## config.mk

```make
export PLATFORM = sky130hd
export DESIGN_NAME = snn_param_loader
export DESIGN_NICKNAME = d
export VERILOG_FILES = /design/src/rtl/snn_param_loader.sv
export SDC_FILE = /design/constraint.sdc
export NUM_CORES = 1
export LEC_CHECK = 0
export CORE_ASPECT_RATIO = 1.5
export CORE_MARGIN = 2
export CORE_UTILIZATION = 40
export CTS_CLUSTER_DIAMETER = 100
export CTS_CLUSTER_SIZE = 24
export DETAILED_ROUTE_END_ITERATION = 8
export PLACE_DENSITY_LB_ADDON = 0.3
export SETUP_SLACK_MARGIN = 0.3
export SYNTH_ARGS = -nofsm -noshare
export SYNTH_HDL_FRONTEND = slang
export SYNTH_SLANG_ARGS = --single-unit
```

## constraint.sdc

```tcl
create_clock -name clk -period 5.5 [get_ports clk]
set_clock_uncertainty 0.2 [all_clocks]
set_input_delay 0.825 -clock clk [delete_from_list [all_inputs] [get_ports clk]]
set_output_delay 0.825 -clock clk [all_outputs]
set_load 0.02 [all_outputs]
```

## src/rtl/snn_param_loader.sv

```systemverilog
// rtl/snn_param_loader.sv - framed byte-stream loader for the SNN parameter array
// Shadow/active double buffer so the network only ever sees fully validated frames.
module snn_param_loader #(
  parameter int         NUM_PARAMS = 32,
  parameter logic [7:0] SYNC_BYTE  = 8'hA5,
  parameter int         TIMEOUT    = 255
) (
  input  logic       clk,
  input  logic       rst,
  input  logic [7:0] s_data,
  input  logic       s_valid,
  output logic       s_ready,
  output logic [7:0] parameters [0:NUM_PARAMS-1],
  output logic       param_update,
  output logic       frame_error,
  output logic       busy
);
  localparam int            AW          = $clog2(NUM_PARAMS);
  localparam int            TW          = $clog2(TIMEOUT + 1);
  localparam logic [8:0]    LIMIT       = 9'(NUM_PARAMS);
  localparam logic [TW-1:0] TIMER_LIMIT = TW'(TIMEOUT);

  typedef enum logic [2:0] {
    IDLE, ADDR, COUNT, PAYLOAD, CHECK, SKIP, COMMIT, ERROR
  } state_t;

  state_t        state_q, state_d;
  logic [7:0]    addr_q, addr_d;
  logic [7:0]    count_q, count_d;
  logic [7:0]    idx_q, idx_d;
  logic [7:0]    chk_q, chk_d;
  logic [8:0]    remaining_q, remaining_d;
  logic [TW-1:0] timer_q, timer_d;
  logic          s_ready_q, s_ready_d;
  logic          param_update_q, param_update_d;
  logic          frame_error_q, frame_error_d;
  logic          busy_q, busy_d;
  logic [7:0]    active_q [0:NUM_PARAMS-1];
  logic [7:0]    active_d [0:NUM_PARAMS-1];
  logic [7:0]    shadow_q [0:NUM_PARAMS-1];
  logic [7:0]    shadow_d [0:NUM_PARAMS-1];

  logic          xfer;
  logic [AW-1:0] wr_idx;
  logic [8:0]    end_addr;

  assign xfer     = s_valid && s_ready_q;
  assign wr_idx   = addr_q[AW-1:0] + idx_q[AW-1:0];
  // 9-bit sum so that an ADDR near 255 cannot wrap back into range
  assign end_addr = {1'b0, addr_q} + {1'b0, s_data};

  always_comb begin
    state_d     = state_q;
    addr_d      = addr_q;
    count_d     = count_q;
    idx_d       = idx_q;
    chk_d       = chk_q;
    remaining_d = remaining_q;
    active_d    = active_q;
    shadow_d    = shadow_q;
    timer_d     = '0;
    if (state_q inside {ADDR, COUNT, PAYLOAD, CHECK, SKIP}) begin
      timer_d = xfer ? '0 : timer_q + 1'b1;
    end

    case (state_q)
      IDLE: begin
        if (xfer && s_data == SYNC_BYTE) state_d = ADDR;
      end
      ADDR: begin
        if (xfer) begin
          addr_d  = s_data;
          chk_d   = s_data;
          state_d = COUNT;
        end
      end
      COUNT: begin
        if (xfer) begin
          count_d = s_data;
          chk_d   = chk_q ^ s_data;
          idx_d   = '0;
          if (s_data == 8'd0 || end_addr > LIMIT) begin
            remaining_d = {1'b0, s_data} + 9'd1;
            state_d     = SKIP;
          end else begin
            state_d = PAYLOAD;
          end
        end
      end
      PAYLOAD: begin
        if (xfer) begin
          shadow_d[wr_idx] = s_data;
          chk_d            = chk_q ^ s_data;
          idx_d            = idx_q + 8'd1;
          if (idx_q == count_q - 8'd1) state_d = CHECK;
        end
      end
      CHECK: begin
        if (xfer) state_d = (s_data == chk_q) ? COMMIT : ERROR;
      end
      SKIP: begin
        if (xfer) begin
          remaining_d = remaining_q - 9'd1;
          if (remaining_q == 9'd1) state_d = ERROR;
        end
      end
      COMMIT: begin
        active_d = shadow_q;
        state_d  = IDLE;
      end
      ERROR: begin
        shadow_d = active_q;
        state_d  = IDLE;
      end
      default: state_d = IDLE;
    endcase

    if (timer_d == TIMER_LIMIT) state_d = ERROR;

    s_ready_d      = !(state_d == COMMIT || state_d == ERROR);
    param_update_d = (state_q == COMMIT);
    frame_error_d  = (state_q == ERROR);
    busy_d         = (state_d != IDLE);
  end

  always_ff @(posedge clk) begin
    if (!rst) begin
      state_q        <= IDLE;
      addr_q         <= '0;
      count_q        <= '0;
      idx_q          <= '0;
      chk_q          <= '0;
      remaining_q    <= '0;
      timer_q        <= '0;
      s_ready_q      <= 1'b1;
      param_update_q <= 1'b0;
      frame_error_q  <= 1'b0;
      busy_q         <= 1'b0;
      for (int i = 0; i < NUM_PARAMS; i++) begin
        active_q[i] <= '0;
        shadow_q[i] <= '0;
      end
    end else begin
      state_q        <= state_d;
      addr_q         <= addr_d;
      count_q        <= count_d;
      idx_q          <= idx_d;
      chk_q          <= chk_d;
      remaining_q    <= remaining_d;
      timer_q        <= timer_d;
      s_ready_q      <= s_ready_d;
      param_update_q <= param_update_d;
      frame_error_q  <= frame_error_d;
      busy_q         <= busy_d;
      active_q       <= active_d;
      shadow_q       <= shadow_d;
    end
  end

  assign s_ready      = s_ready_q;
  assign parameters   = active_q;
  assign param_update = param_update_q;
  assign frame_error  = frame_error_q;
  assign busy         = busy_q;

endmodule

```

==> results.json <==
{
  "postLayoutCoreUtil_pct": 47.0,
  "source_to_sink_clock_delay_at_the_later_pin_of_the_worst_skew_pair_ns": 0.60,
  "setup_slack_ns": 1.49,
  "cp.required_ns": 5.81,
  "dp_cells": 3604,
  "worstPathBufferInverterCount": 1,
  "fp.dieW_um": 204,
  "critPathKind": "reg2reg",
  "syn-instance-count": 2754,
  "post_synth_main_area_contributors": "dfxtp_1, mux2i_1, nand2_1",
  "pin_count": 271,
  "worst_hold_path_class": "reg2reg",
  "clock-root-buffer": "clkbuf_16",
  "layout_worst_path_cycle_share_pct": 72.9,
  "starting_utilization_of_the_core_area_pct": 40.5,
  "post-place-ws_ns": 1.46,
  "number_of_global_route_vias_before_repair": 19300,
  "areaGrowthSynthToFinish_pct": 16.2,
  "yosysSeqAreaShare_pct": 47.6,
  "maximum_number_of_pins_on_one_net_before_global_route_repair": 136,
  "critical_path.max_fanout": 12,
  "critical_path_cell_count": 9,
  "design.core.area_mm2": 0.0591,
  "synth-async-reset-ratio_pct": 0,
  "drc_errors": 0,
  "detail_route.vias_per_cell": 5.48,
  "final-setup-viol-count": 0,
  "worst_pin_slew_ns": 1.11,
  "dr_total_vias": 19900,
  "yosys_warnings": 0,
  "timing.hold.ws_ns": 0.245,
  "synth_area_per_cell_um2": 8.67,
  "cts_buffers": 27,
  "total_iterations_of_the_first_detailed_routing_run": 5,
  "yosys_most_used_dff": "dfxtp_1",
  "min_path_cells": 2,
  "worst_ep_arrival_time_ns": 4.32,
  "rows": 109,
  "cp_slowest_cell": "nor4_4",
  "fmax_mhz": 249,
  "clkSinkCount": 568,
  "design.final.nets": 2889,
  "post_dp_cell_area_mm2": 0.0271,
  "max-vdd-ir-drop_mv": 0.242,
  "total_of_buffers_placed_on_input_and_output_ports": 270,
  "clkTransAtPathRegs_ns": 0.11,
  "dieHeight_um": 303,
  "detail-route-antenna-nets": 0,
  "critical_path_max_stage_delay_ns": 0.90,
  "grt_overflow_total": 0,
  "rsz0062_at_grt": "no",
  "relSlewSlack_pct": 25.7,
  "tritoncts_clock_tree": "built",
  "drv_slew": 0,
  "worst_setup_path_start_kind": "flop",
  "post-cts-setup-buffers": 0,
  "power_per_cell_area_mw_per_mm2": 235,
  "final_hpwl_dp_um": 43600,
  "die_area_mm2": 0.0617,
  "post-synth-top-area-cell": "dfxtp_1",
  "cts_max_path_buffers": 3,
  "critPathTopFamily": "simple AND/OR/NAND/NOR gates",
  "nature_of_the_critical_path_endpoint": "flop",
  "synth-edff-count": 0,
  "final_period_minus_worst_setup_slack_ns": 4.01,
  "worst-r2r-cell-count": 9,
  "grt_first_pass_wirelength_um": 110000,
  "final_cells": 3635,
  "finalHoldViolations": 0,
  "p_leak_nw": 9.73,
  "synthDominantCellAreaShare_pct": 47.6,
  "p_total_mw": 6.52,
  "first_iter_violations": 1170,
  "syn-num-nets": 2787,
  "h_tree_depth": 1,
  "cts_resized": 0,
  "route.detailed.wl_per_inst_um": 19.5,
  "cts_hold_buf": 0,
  "crit_path_cell_trace": "ha_1, fa_1, a21o_1, a21oi_2, xnor2_2, buf_4, nor4_4, mux2i_1, a211oi_1",
  "finalWeightedCongestion": 0.797,
  "netlist_area_before_placement_mm2": 0.0239,
  "max_cap_violations": 0,
  "finish.instance_area_mm2": 0.0278,
  "groute.usage.overall_pct": 22.4,
  "fin_tns_setup_ns": 0,
  "layout-drive-gt1-share_pct": 4.34,
  "synth_cell_types": 67,
  "initial_antenna_violation_count": 2,
  "yosys_register_bits": 568,
  "status": "completed",
  "drt_wl_total_um": 70900
}
==> sequential cells by signal, summed over array words and instances (netlist names) <==
register	count
s_ready	1
chk_q	8
idx_q	8
remaining_q	9
timer_q	8
addr_q	8
count_q	8
shadow_q	256
param_update	1
busy	1
parameters	256
frame_error	1
state_q	3
==> final timing paths <==
path                                  from                          to  slack, ns
setup / recovery     idx_q[0]$_SDFFE_PN0P_   shadow_q[32]$_SDFFE_PN0P_       1.49
hold / removal    shadow_q[6]$_SDFFE_PN0P_  parameters[6]$_SDFFE_PN0P_       0.24
setup reg to reg     idx_q[0]$_SDFFE_PN0P_   shadow_q[32]$_SDFFE_PN0P_       1.49
hold reg to reg   shadow_q[6]$_SDFFE_PN0P_  parameters[6]$_SDFFE_PN0P_       0.24
==> per-layer routing <==
layer	global-route usage [%]	part of all wire, %	vias to the layer above
met5	0	0	-
met4	8.29	3.6	0
met3	4.48	5.7	124
met2	40.1	50	464
met1	26.3	41	9688
li1	-	-	9643
==> cells in the final DEF (no fill, tap or decap), drive strengths merged, types with 26 or more instances in the layout <==
master / n
nand2: 576
dfxtp: 568
nor2: 334
a21oi: 304
clkdlybuf4s50: 262
a211oi: 261
mux2i: 243
buf: 41
clkbuf: 27
xor2: 26
nor4: 26
==> tightest hold or removal path, cell delays in order (launching register included) <==
cell     delay, ns
dfxtp_1       0.32
nand2_1       0.05
a21oi_1       0.05
==> layout make-up <==
type / count / area, um^2
clock buffers: 27 / 676
inverters: 10 / 45.0
repair buffers: 303 / 3020
fillers: 5605 / 31300
diodes: 2 / 5.00
flip-flops and latches: 568 / 11400
well taps: 777 / 972
multi-input cells: 1946 / 11600
clock inverters: 2 / 17.5
==> synthesized netlist by cell type (2+ instances only) <==
| cell | instances |
|---|---|
| nor2_1 | 334 |
| dfxtp_1 | 568 |
| or3_1 | 3 |
| a21o_1 | 3 |
| a211oi_1 | 261 |
| nor4_4 | 20 |
| o211ai_1 | 4 |
| ha_1 | 20 |
| nand4_1 | 8 |
| nand2_1 | 576 |
| and4_1 | 3 |
| and3b_1 | 2 |
| clkbuf_1 | 209 |
| a311oi_1 | 2 |
| xnor2_1 | 22 |
| o21a_1 | 5 |
| o31ai_1 | 2 |
| inv_1 | 9 |
| nor3_1 | 9 |
| a21oi_1 | 303 |
| buf_2 | 4 |
| and2_1 | 4 |
| and3_1 | 6 |
| nor2b_1 | 4 |
| nand3_1 | 13 |
| o21ai_0 | 11 |
| or2_2 | 4 |
| nand4_4 | 7 |
| nand2b_1 | 3 |
| nand4_2 | 4 |
| mux2i_1 | 243 |
| buf_4 | 7 |
| nand3b_1 | 3 |
| buf_1 | 8 |
| xor2_1 | 25 |
| a21boi_0 | 4 |
| fa_1 | 2 |
| buf_6 | 2 |
| nor4_1 | 6 |
| nor4b_1 | 3 |
| a21bo_2 | 2 |
==> cells by family (layout without fill, tap and decap cells) <==
kind of cell               Yosys count  count (layout)  share of synthesized area, %
DFF                                568             568                          47.6
and+or+nand+nor                   1018            1018                          19.0
muxes                              244             244                          10.2
AOI/OAI and AO/OA                  613             613                          16.1
buffers and inverters              240             342                          3.96
adders and majority gates           22              22                          1.22
xor gates and xnor gates            49              49                          1.86
other                                0               2                             0
==> power by group <==
part,switching [mW],internal (mW)
Sequential,0.000318,4.11
Clock,1.33,0.885
Combinational,0.156,0.0347
Note: power is estimated with default switching activity, not from simulation.
